`config.mk`:
```
export PLATFORM = sky130hd
export DESIGN_NAME = layer_output_serializer
export DESIGN_NICKNAME = d
export VERILOG_FILES = /design/src/rtl/layer_output_serializer.sv
export SDC_FILE = /design/constraint.sdc
export NUM_CORES = 1
export LEC_CHECK = 0
export BUFFER_PORTS_ARGS = -buffer_cell sky130_fd_sc_hd__buf_2
export CAP_MARGIN = 40
export CORE_AREA = 3 3 207 209
export CTS_CLUSTER_SIZE = 14
export DETAILED_ROUTE_END_ITERATION = 10
export DIE_AREA = 0 0 210 212
export GPL_TIMING_DRIVEN = 0
export HOLD_SLACK_MARGIN = 0.08
export PLACE_DENSITY = 0.85
export SYNTH_ARGS = -nofsm -noshare
export SYNTH_HDL_FRONTEND = slang
export SYNTH_SLANG_ARGS = --single-unit
export TNS_END_PERCENT = 10
```
`constraint.sdc`:
```
create_clock -name clk -period 4.5 [get_ports clk]
set_input_delay 0.675 -clock clk [delete_from_list [all_inputs] [get_ports clk]]
set_output_delay 0.675 -clock clk [all_outputs]
set_load 0.01 [all_outputs]
```
`src/rtl/layer_output_serializer.sv`:
```
`default_nettype none
// =============================================================================
// layer_output_serializer: gathers per-neuron outputs, then streams them in
// index order. Optional argmax tracking: define ARGMAX_EN.   Revision: 1.0
// =============================================================================
module layer_output_serializer #(
  parameter int NUM_NEURONS = 30,
  parameter int DATA_WIDTH  = 16
) (
  input  logic                              clk,
  input  logic                              rst,
  input  logic [NUM_NEURONS-1:0]            in_valid,
  input  logic [NUM_NEURONS*DATA_WIDTH-1:0] in_data,
  input  logic                              out_ready,
  output logic [DATA_WIDTH-1:0]             out_data,
  output logic                              out_valid,
  output logic                              out_last,
  output logic                              busy,
  output logic                              layer_done,
  output logic                              ovf,
  output logic [$clog2(NUM_NEURONS)-1:0]    max_idx,
  output logic                              max_valid
);

  localparam int               IDX_W    = $clog2(NUM_NEURONS);
  localparam logic [IDX_W-1:0] LAST_IDX = IDX_W'(NUM_NEURONS - 1);

  typedef enum logic [0:0] {
    COLLECT = 1'b0,
    SHIFT   = 1'b1
  } state_e;

  state_e                  state_q, state_d;
  logic [NUM_NEURONS-1:0]  mask_q, mask_d;
  logic [IDX_W-1:0]        idx_q, idx_d;
  logic [DATA_WIDTH-1:0]   buf_q [NUM_NEURONS];
  logic [DATA_WIDTH-1:0]   buf_d [NUM_NEURONS];
  logic [DATA_WIDTH-1:0]   out_data_q, out_data_d;
  logic                    out_valid_q, out_valid_d;
  logic                    out_last_q, out_last_d;
  logic                    done_q, done_d;
  logic                    ovf_q, ovf_d;
  logic                    hs;

  assign hs = out_valid_q & out_ready;

  always_comb begin
    state_d = state_q;
    mask_d  = mask_q;
    idx_d   = idx_q;
    ovf_d   = ovf_q;
    done_d  = 1'b0;
    for (int i = 0; i < NUM_NEURONS; i++) begin
      buf_d[i] = buf_q[i];
    end

    if (state_q == COLLECT) begin
      for (int i = 0; i < NUM_NEURONS; i++) begin
        if (in_valid[i]) begin
          if (!mask_q[i]) begin
            buf_d[i]  = in_data[i*DATA_WIDTH +: DATA_WIDTH];
            mask_d[i] = 1'b1;
          end else begin
            ovf_d = 1'b1;
          end
        end
      end
      if (&mask_d) begin
        state_d = SHIFT;
        idx_d   = '0;
      end
    end else begin
      if (|in_valid) begin
        ovf_d = 1'b1;
      end
      if (hs) begin
        if (idx_q == LAST_IDX) begin
          state_d = COLLECT;
          mask_d  = '0;
          idx_d   = '0;
          done_d  = 1'b1;
        end else begin
          idx_d = idx_q + IDX_W'(1);
        end
      end
    end

    // Outputs are registered from next-state so the first word (possibly
    // captured on this very edge) is presented the cycle after the mask fills.
    out_valid_d = (state_d == SHIFT);
    out_last_d  = (state_d == SHIFT) && (idx_d == LAST_IDX);
    out_data_d  = (state_d == SHIFT) ? buf_d[idx_d] : '0;
  end

  always_ff @(posedge clk or negedge rst) begin
    if (!rst) begin
      state_q     <= COLLECT;
      mask_q      <= '0;
      idx_q       <= '0;
      out_data_q  <= '0;
      out_valid_q <= 1'b0;
      out_last_q  <= 1'b0;
      done_q      <= 1'b0;
      ovf_q       <= 1'b0;
    end else begin
      state_q     <= state_d;
      mask_q      <= mask_d;
      idx_q       <= idx_d;
      out_data_q  <= out_data_d;
      out_valid_q <= out_valid_d;
      out_last_q  <= out_last_d;
      done_q      <= done_d;
      ovf_q       <= ovf_d;
    end
  end

  always_ff @(posedge clk) begin
    for (int i = 0; i < NUM_NEURONS; i++) begin
      buf_q[i] <= buf_d[i];
    end
  end

  assign out_data   = out_data_q;
  assign out_valid  = out_valid_q;
  assign out_last   = out_last_q;
  assign busy       = out_valid_q;
  assign layer_done = done_q;
  assign ovf        = ovf_q;

`ifdef ARGMAX_EN
  logic [DATA_WIDTH-1:0] run_max_q, run_max_d;
  logic [IDX_W-1:0]      run_idx_q, run_idx_d;
  logic [IDX_W-1:0]      max_idx_q, max_idx_d;
  logic                  max_valid_q, max_valid_d;
  logic                  gt_max;

  // Strict compare keeps the earlier index on ties.
  assign gt_max = out_data_q > run_max_q;

  always_comb begin
    run_max_d   = run_max_q;
    run_idx_d   = run_idx_q;
    max_idx_d   = max_idx_q;
    max_valid_d = 1'b0;
    if (hs) begin
      if ((idx_q == '0) || gt_max) begin
        run_max_d = out_data_q;
        run_idx_d = idx_q;
      end
      if (idx_q == LAST_IDX) begin
        max_idx_d   = gt_max ? idx_q : run_idx_q;
        max_valid_d = 1'b1;
      end
    end
  end

  always_ff @(posedge clk or negedge rst) begin
    if (!rst) begin
      run_max_q   <= '0;
      run_idx_q   <= '0;
      max_idx_q   <= '0;
      max_valid_q <= 1'b0;
    end else begin
      run_max_q   <= run_max_d;
      run_idx_q   <= run_idx_d;
      max_idx_q   <= max_idx_d;
      max_valid_q <= max_valid_d;
    end
  end

  assign max_idx   = max_idx_q;
  assign max_valid = max_valid_q;
`else
  assign max_idx   = '0;
  assign max_valid = 1'b0;
`endif

endmodule
`default_nettype wire

```
After elaboration in Yosys (flattened, before gate mapping)
Memory sizes are Yosys's and may differ from the RTL's. Index checks and enable logic that the tools add are counted.

Flip-flop bits (word level): 55. Bits in writable memories: 480. Output and inout bits: 27. Memories kept: 1.

Memories: buf_q (depth 30, width 16, read ports 30, clocked after memory_dff 0, wr ports 30, RTL line 36) `logic [DATA_WIDTH-1:0] buf_q [NUM_NEURONS];`.

Add/sub/neg operators: 1. Order comparisons: 1. Eq/ne operators: 5. Multiplexer cells: 214. Bitwise logic cells: 2. Reduce and logical (&&, ||, !) cells: 4.

Operators with widths (number): 16-bit two-way mux (63); 480-bit two-way mux (1); 1-bit two-way mux (142); 30-bit two-way mux (3); 16-bit binary-select mux with 5-bit select (1); 30-bit AND reduction (1); 30-bit OR reduction (1); 5-bit two-way mux (4); 5-bit == test, second input constant (2); 6-bit >= comparator, second input constant (1); 2-bit by 1-bit != test with 1-bit output, second input constant (3); 5-bit NOT with 6-bit output (1); 5-bit by 1-bit adder with 5-bit output, second input constant (1); 2-bit AND reduction (1); 1-bit AND (1); 1-bit logical AND (1).

Depth between registers and ports, before layout
Gate-level depths: netlist of the first run.

Depth in word-level cells: 74. Mapped depth: 16.

Worst setup path after synthesis of the first run
OpenSTA, ideal clock, no wires.

Kind: input to register. From: in in_valid[18]. To: reg out_data_q[12] (netlist: out_data[12]). Setup time: 0.128 ns. Data arrival time: 3.110 ns. Required time: 4.372 ns. Path slack: 1.262 ns. Stages: 12. Path buffers: 2. Cells stage by stage: nor2_1 -> or3_1 -> or4_1 -> o31a_1 -> buf_4 -> nor2_8 -> inv_4 -> buf_6 -> mux2_4 -> a221o_1 -> a31oi_1 -> a31oi_1.

Word-level cells in the longest chain between the ends: 10.

RTL lines: start, declared (RTL line 12) `input logic [NUM_NEURONS-1:0] in_valid,`; 1-bit two-way mux (RTL line 59) `if (in_valid[i]) begin`; 1-bit two-way mux (RTL line 57) `if (state_q == COLLECT) begin`; 30-bit AND reduction (RTL line 68) `if (&mask_d) begin`; 5-bit two-way mux (RTL line 68); 5-bit two-way mux (RTL line 57); 5-bit NOT with 6-bit output (implied by the code) (RTL line 92) `out_data_d = (state_d == SHIFT) ? buf_d[idx_d] : '0;`; 16-bit binary-select mux with 5-bit select (RTL line 92); 16-bit two-way mux (implied by the code) (2 in a row) (RTL line 92); 16-bit two-way mux (*) (RTL line 92); named net out_data_d[12] (RTL line 38) `logic [DATA_WIDTH-1:0] out_data_q, out_data_d;`; end signal, assigned (RTL line 109) `out_data_q <= out_data_d;`; end, declared (RTL line 38).

The timed path passes the listed nets; every way through them passes the cells marked *. The select of a mux whose other input is x is not followed. A chain may end at the register's enable or synchronous reset.

==> metrics.cfg, run 1 <==
[synthesis]
yosysWarnings=0
ys_seq_area_share_pct=49.0
ys.flop_type=dfxtp_1
yosys.area.top_type_share_pct=42.9
synth_top_area_cell=dfxtp_1
syn_area_sq_um=22400
synth-async-reset-ratio_pct=10.3
ys_top_cells_by_area=dfxtp_1, mux2_2, mux2i_1
synth_edf_count=0
yosysMostFrequentCell=mux2_2
synth_area_per_cell_sq_um=12.1
ys_seq_elements=535
syn_inst=1844
synth_cell_types=55
synth.top_cells.by_count=mux2_2, dfxtp_1, mux2i_1

[sta]
max-slew-margin-rel_pct=37.9
clock_skew_ps=14.9
fmax_mhz=240
hold_viol=0
tns_ps=0
fin_ws_ps=325
worst_slew_pin_slew_ps=927
setup_violations=0
rsz0062_at_grt=false
timing.final.crit_share_pct=92.8
drv_slew=0
fin_crit_ps=4170

[clock_network]
cts_tree=yes
ctsHoldBuffers=0
path_clk_slew_ps=70
htreeDepth=2
clockRootBuffer=clkbuf_16
cts_sinks=535
cts_made_buffers=55
post_cts_resized=0
cts_setup_buffers=0
cts_buffer_depth=3
clock_latency_ps=620

[finish]
syn_to_final_growth_pct=24.6
drive_above_1_share_pct=48.5
stdcell_area_sq_um=27900
final_nets=2980
nFillCells=3043
fin_cells=3060

[worst_setup_path]
start_kind=register
crit_required_ps=4960
crit_start=busy$_DFF_PN0_
cp.arrival_ps=4640
cp_max_fo=10
critPathKind=register to register
r2r_end=out_data[4]$_DFF_PN0_
cp_slowest_cell=nor3b_2
rr_startpoint=busy$_DFF_PN0_
crit_end=out_data[4]$_DFF_PN0_
r2r_cells=10
crit_path_max_incr_delay_ps=810
r2r_slack_ps=330
cp_cell_sequence=clkbuf_1 > buf_1 > nor3b_2 > buf_6 > clkbuf_1 > mux2_2 > mux2i_1 > mux2i_1 > a22oi_1 > nand4_1
cp-end-kind=register

[placement]
dp.cells=2940
place_ws_ps=142
dpl_cell_area_sq_um=26000
io_buffers=532
place_hpwl_um=64900
place.gp.congestion=0.963

[global_routing]
grt_start_max_net_pins=56
antenna_found_initial=21
grtUsageTotal_pct=35.5
grt_overflow=0
grt_first_pass_wirelength_um=117000
grt_pass1_vias=18880

[power]
p_per_area_nw_per_um2=885
clockPowerShare_pct=19.0
power_frac_comb_pct=49.0
intPower_w=0.0149
p_leak_nw=12.6
switching_share_pct=39.6
switchingPower_w=0.00977
seqPwrFrac_pct=32.1
vdd_drop_max_mv=0.524
p_total_w=0.0247

[drt]
via_count=18024
drcViolationCount=0
via_per_inst=5.89
wl_um=82200
drt_first_pass_iters=5
drtIter0Drc=1396
detail-route-antenna-nets=0
wl_per_cell_um=26.9

[floorplan]
die_w_um=210
io_pins=540
rows=74
fp.dieH_um=212
fp.coreArea_sq_um=41000
initial_core_util_pct=54.6
die_area_sq_um=44500

[run_status]
status=finished clean

[min_path]
hold_class=input pin to async pin

[run]
cap_violations=0

## through the flow
stage | util (%) | hold slack, ps
after floorplan | - | 379
after global placement | 62.8 | 452
after detailed placement | 63.4 | 458
after CTS | 68.0 | 165
after global routing | 68.0 | 207
final | 68.1 | 159
## worst min path at each step
stage                                  to  slack [ps]  cells after the start
floorplan                  busy$_DFF_PN0_         380                      0
global placement    buf_q[0][172]$_DFF_P_         450                      1
detailed placement  buf_q[0][131]$_DFF_P_         460                      1
CTS                 mask_q[6]$_DFFE_PN0P_         160                      1
global route        mask_q[6]$_DFFE_PN0P_         210                      1
finish              mask_q[6]$_DFFE_PN0P_         160                      1
## cell families (layout without fill, tap and decap cells)
logic type               after synthesis  after routing  synth area share (%)
AO/OA/AOI/OAI                        224            224                  7.09
buffers and inverters                118            777                  2.61
adder cells (fa/ha/maj)                2              2                 0.112
multiplexers                         752            752                  36.4
flip-flops                           535            535                  49.0
AND/OR/NAND/NOR                      212            212                  4.75
other                                  1             26                0.0167
## flip-flops by register name, indices dropped and copies added, names as in the netlist
| register | flops |
|---|---|
| buf_q | 480 |
| busy | 1 |
| idx_q | 5 |
| layer_done | 1 |
| mask_q | 30 |
| out_data | 16 |
| out_last | 1 |
| ovf | 1 |
## critical path, delay by kind of cell (launching register included)
kind,cells,cell delay [ps]
AOI/OAI and AO/OA,1,360
and+or+nand+nor,2,970
DFF,1,510
muxes,3,640
buffers and inverters,4,1540
## area by class of cell
type | count | area [sq um] | share of cell area, %
inverters | 8 | 32.5 | 0.116
diodes | 20 | 50.0 | 0.179
clock inverters | 22 | 198 | 0.708
clock buffers | 78 | 1670 | 5.96
multi-input cells | 1196 | 10900 | 39.1
plain buffers | 110 | 552 | 1.98
well taps | 532 | 666 | 2.38
flip-flops and latches | 535 | 11000 | 39.3
repair buffers | 559 | 2850 | 10.2
## routing by layer
metal / GRT usage, % / part of all wire (%)
met1: 42.6 / 39
met5: 0 / 0.11
met3: 8.74 / 8.6
met2: 60.7 / 48
met4: 16.0 / 4.5
## cells in the final DEF (no fill, tap or decap), types with 10 or more instances in the layout
cell type,n
nand4_1,19
diode_2,20
clkbuf_8,16
a32oi_1,15
o21ai_0,30
dfrtp_1,55
a21oi_1,30
nor3b_2,15
or3_1,11
buf_2,578
a21o_1,22
clkinv_2,10
clkbuf_1,57
nor4_1,10
nor2_1,71
nand2_1,55
o211ai_1,44
buf_4,20
dfxtp_1,480
nor3b_1,15
mux2_2,490
a22oi_1,25
buf_6,12
mux2i_1,259
clkbuf_16,57
## power by group through the flow
stage	Clock, W	Combinational, W	Sequential, W
5_1_grt	0.00489	0.0128	0.00813
2_1_floorplan	0	0.00803	0.00772
3_5_place_dp	0	0.0119	0.00799
3_3_place_gp	0	0.0115	0.00783
6_report	0.00468	0.0121	0.00792
4_1_cts	0.00470	0.0119	0.00791
Note: power is estimated with default switching activity, not from simulation.
==> inputs of run 2 (changes only) <==
- RECOVER_POWER: not set -> 100
==> metrics.cfg, run 2 (synthesis gave the netlist of run 1 again) <==
[sta]
rsz0062_at_grt=false
worst_slew_pin_slew_ps=3530  ; +2600 ps
fmax_mhz=235  ; -1.9%
setup_violations=0  ; unchanged
fin_ws_ps=246  ; -78.9 ps
hold_viol=0  ; unchanged
clock_skew_ps=12.1  ; -2.83 ps
drv_slew=56  ; +56
max-slew-margin-rel_pct=-135  ; -170 points
timing.final.crit_share_pct=94.5  ; +1.8 points
hold_slack_ps=298  ; +139 ps
fin_crit_ps=4250  ; +78.9 ps
tns_ps=0  ; unchanged

[floorplan]
initial_core_util_pct=54.6  ; unchanged
fp.coreArea_sq_um=41000  ; unchanged
die_area_sq_um=44500  ; unchanged
die_w_um=210  ; unchanged
fp.dieH_um=212  ; unchanged
io_pins=540  ; unchanged
rows=74  ; unchanged

[finish]
fin_cells=3057  ; -0.098%
largest_register_ffs=480  ; unchanged
top_register=buf_q
syn_to_final_growth_pct=24.0
drive_above_1_share_pct=33.9  ; -15 points
final_nets=2980  ; unchanged
layout_commonest_cell=buf_2
layout_common_cells=buf_2, dfxtp_1, mux2_1, mux2i_1, mux2_2

[worst_setup_path]
cp-end-kind=register
start_kind=register
cp_max_fo=10  ; unchanged
crit_required_ps=4970  ; about the same
cp.arrival_ps=4730  ; +90 ps
critPathKind=register to register

[clock_network]
ctsHoldBuffers=0  ; unchanged
post_cts_resized=0  ; unchanged
cts_buffer_depth=3  ; unchanged
cts_tree=yes
clockRootBuffer=clkbuf_16
cts_setup_buffers=0  ; unchanged
path_clk_slew_ps=60  ; about the same
clock_latency_ps=610  ; about the same
cts_sinks=535  ; unchanged
htreeDepth=2  ; unchanged
cts_made_buffers=55  ; unchanged

[drt]
drtIter0Drc=1338  ; -4.2%
wl_um=81900  ; -0.35%
wl_per_cell_um=26.8  ; -0.25%
detail-route-antenna-nets=0  ; unchanged
via_per_inst=5.89  ; about the same
drt_first_pass_iters=7  ; +2
via_count=18012  ; -0.067%
drcViolationCount=0  ; unchanged

[global_routing]
grt_pass1_vias=18880  ; unchanged
grtUsageTotal_pct=35.5  ; unchanged
antenna_found_initial=21  ; unchanged
grt_start_max_net_pins=56  ; unchanged
grt_overflow=0  ; unchanged
grt_first_pass_wirelength_um=117000  ; unchanged

[placement]
place.gp.congestion=0.963  ; unchanged
place_hpwl_um=64900  ; unchanged
io_buffers=532  ; unchanged
dp.cells=2940  ; unchanged
place_ws_ps=142  ; unchanged

[run]
cap_violations=1  ; +1

[run_status]
violations=max-capacitance violations, max-slew violations
status=finished with violations

[power]
p_leak_nw=12.6  ; +0.30%
p_per_area_nw_per_um2=873  ; -1.3%
p_total_w=0.0243  ; -1.8%
vdd_drop_max_mv=0.510  ; -2.5%

[min_path]
hold_class=input pin to register

[run 2: report_power, final]
part | internal [W] | switching [W] | total, W
combinational | 0.00471 | 0.00700 | 0.0117
sequential | 0.00715 | 0.000726 | 0.00788
clock | 0.00270 | 0.00198 | 0.00468
[run 2: cell type report]
| class | instances | area [sq um] |
|---|---|---|
| clock inverters | 22 | 198 |
| flip-flops and latches | 535 | 11000 |
| inverters | 8 | 32.5 |
| fillers | 3082 | 13200 |
| repair buffers | 559 | 2770 |
| diodes | 17 | 42.5 |
| clock buffers | 78 | 1670 |
| multi-input cells | 1196 | 10900 |
| well taps | 532 | 666 |
| plain buffers | 110 | 551 |
[run 2: metal layers]
metal / vias to the layer above / wire, um / share of wire [%] / global-route usage [%]
met1: 8842 / 31500 / 38 / 42.6
li1: 8050 / - / - / -
met3: 196 / 7350 / 9.0 / 8.74
met5: - / 87 / 0.11 / 0
met4: 12 / 3860 / 4.7 / 16.0
met2: 912 / 39100 / 48 / 60.7
[run 2: metrics by stage]
step / area [sq um] / util (%)
finish: 27800 / 67.8
global route: 27800 / 67.7
CTS: 27900 / 68.0
detailed placement: 26000 / 63.4
global placement: 25800 / 62.8
floorplan: 22400 / -
[run 2: worst paths after layout]
path | startpoint | to | slack, ps | cells past startpoint
setup reg to reg | busy$_DFF_PN0_ | out_data[5]$_DFF_PN0_ | 250 | 10
hold / removal | in_data[252] | buf_q[0][252]$_DFF_P_ | 300 | 2
min in group asynchronous | rst | mask_q[6]$_DFFE_PN0P_ | 1250 | 1
setup / recovery | busy$_DFF_PN0_ | out_data[5]$_DFF_PN0_ | 250 | 10
max in group asynchronous | rst | out_data[11]$_DFF_PN0_ | 1240 | 1
hold reg to reg | buf_q[0][252]$_DFF_P_ | buf_q[0][252]$_DFF_P_ | 450 | 1
[run 2: worst max-delay path: stages, from the launching register on]
cell and delay (ps):
dfrtp_1 510, clkbuf_1 320, clkbuf_1 370, nor3b_1 810, buf_4 320, clkbuf_1 550, mux2_1 420, mux2i_1 260
mux2i_1 170, a22oi_1 250, nand4_1 130
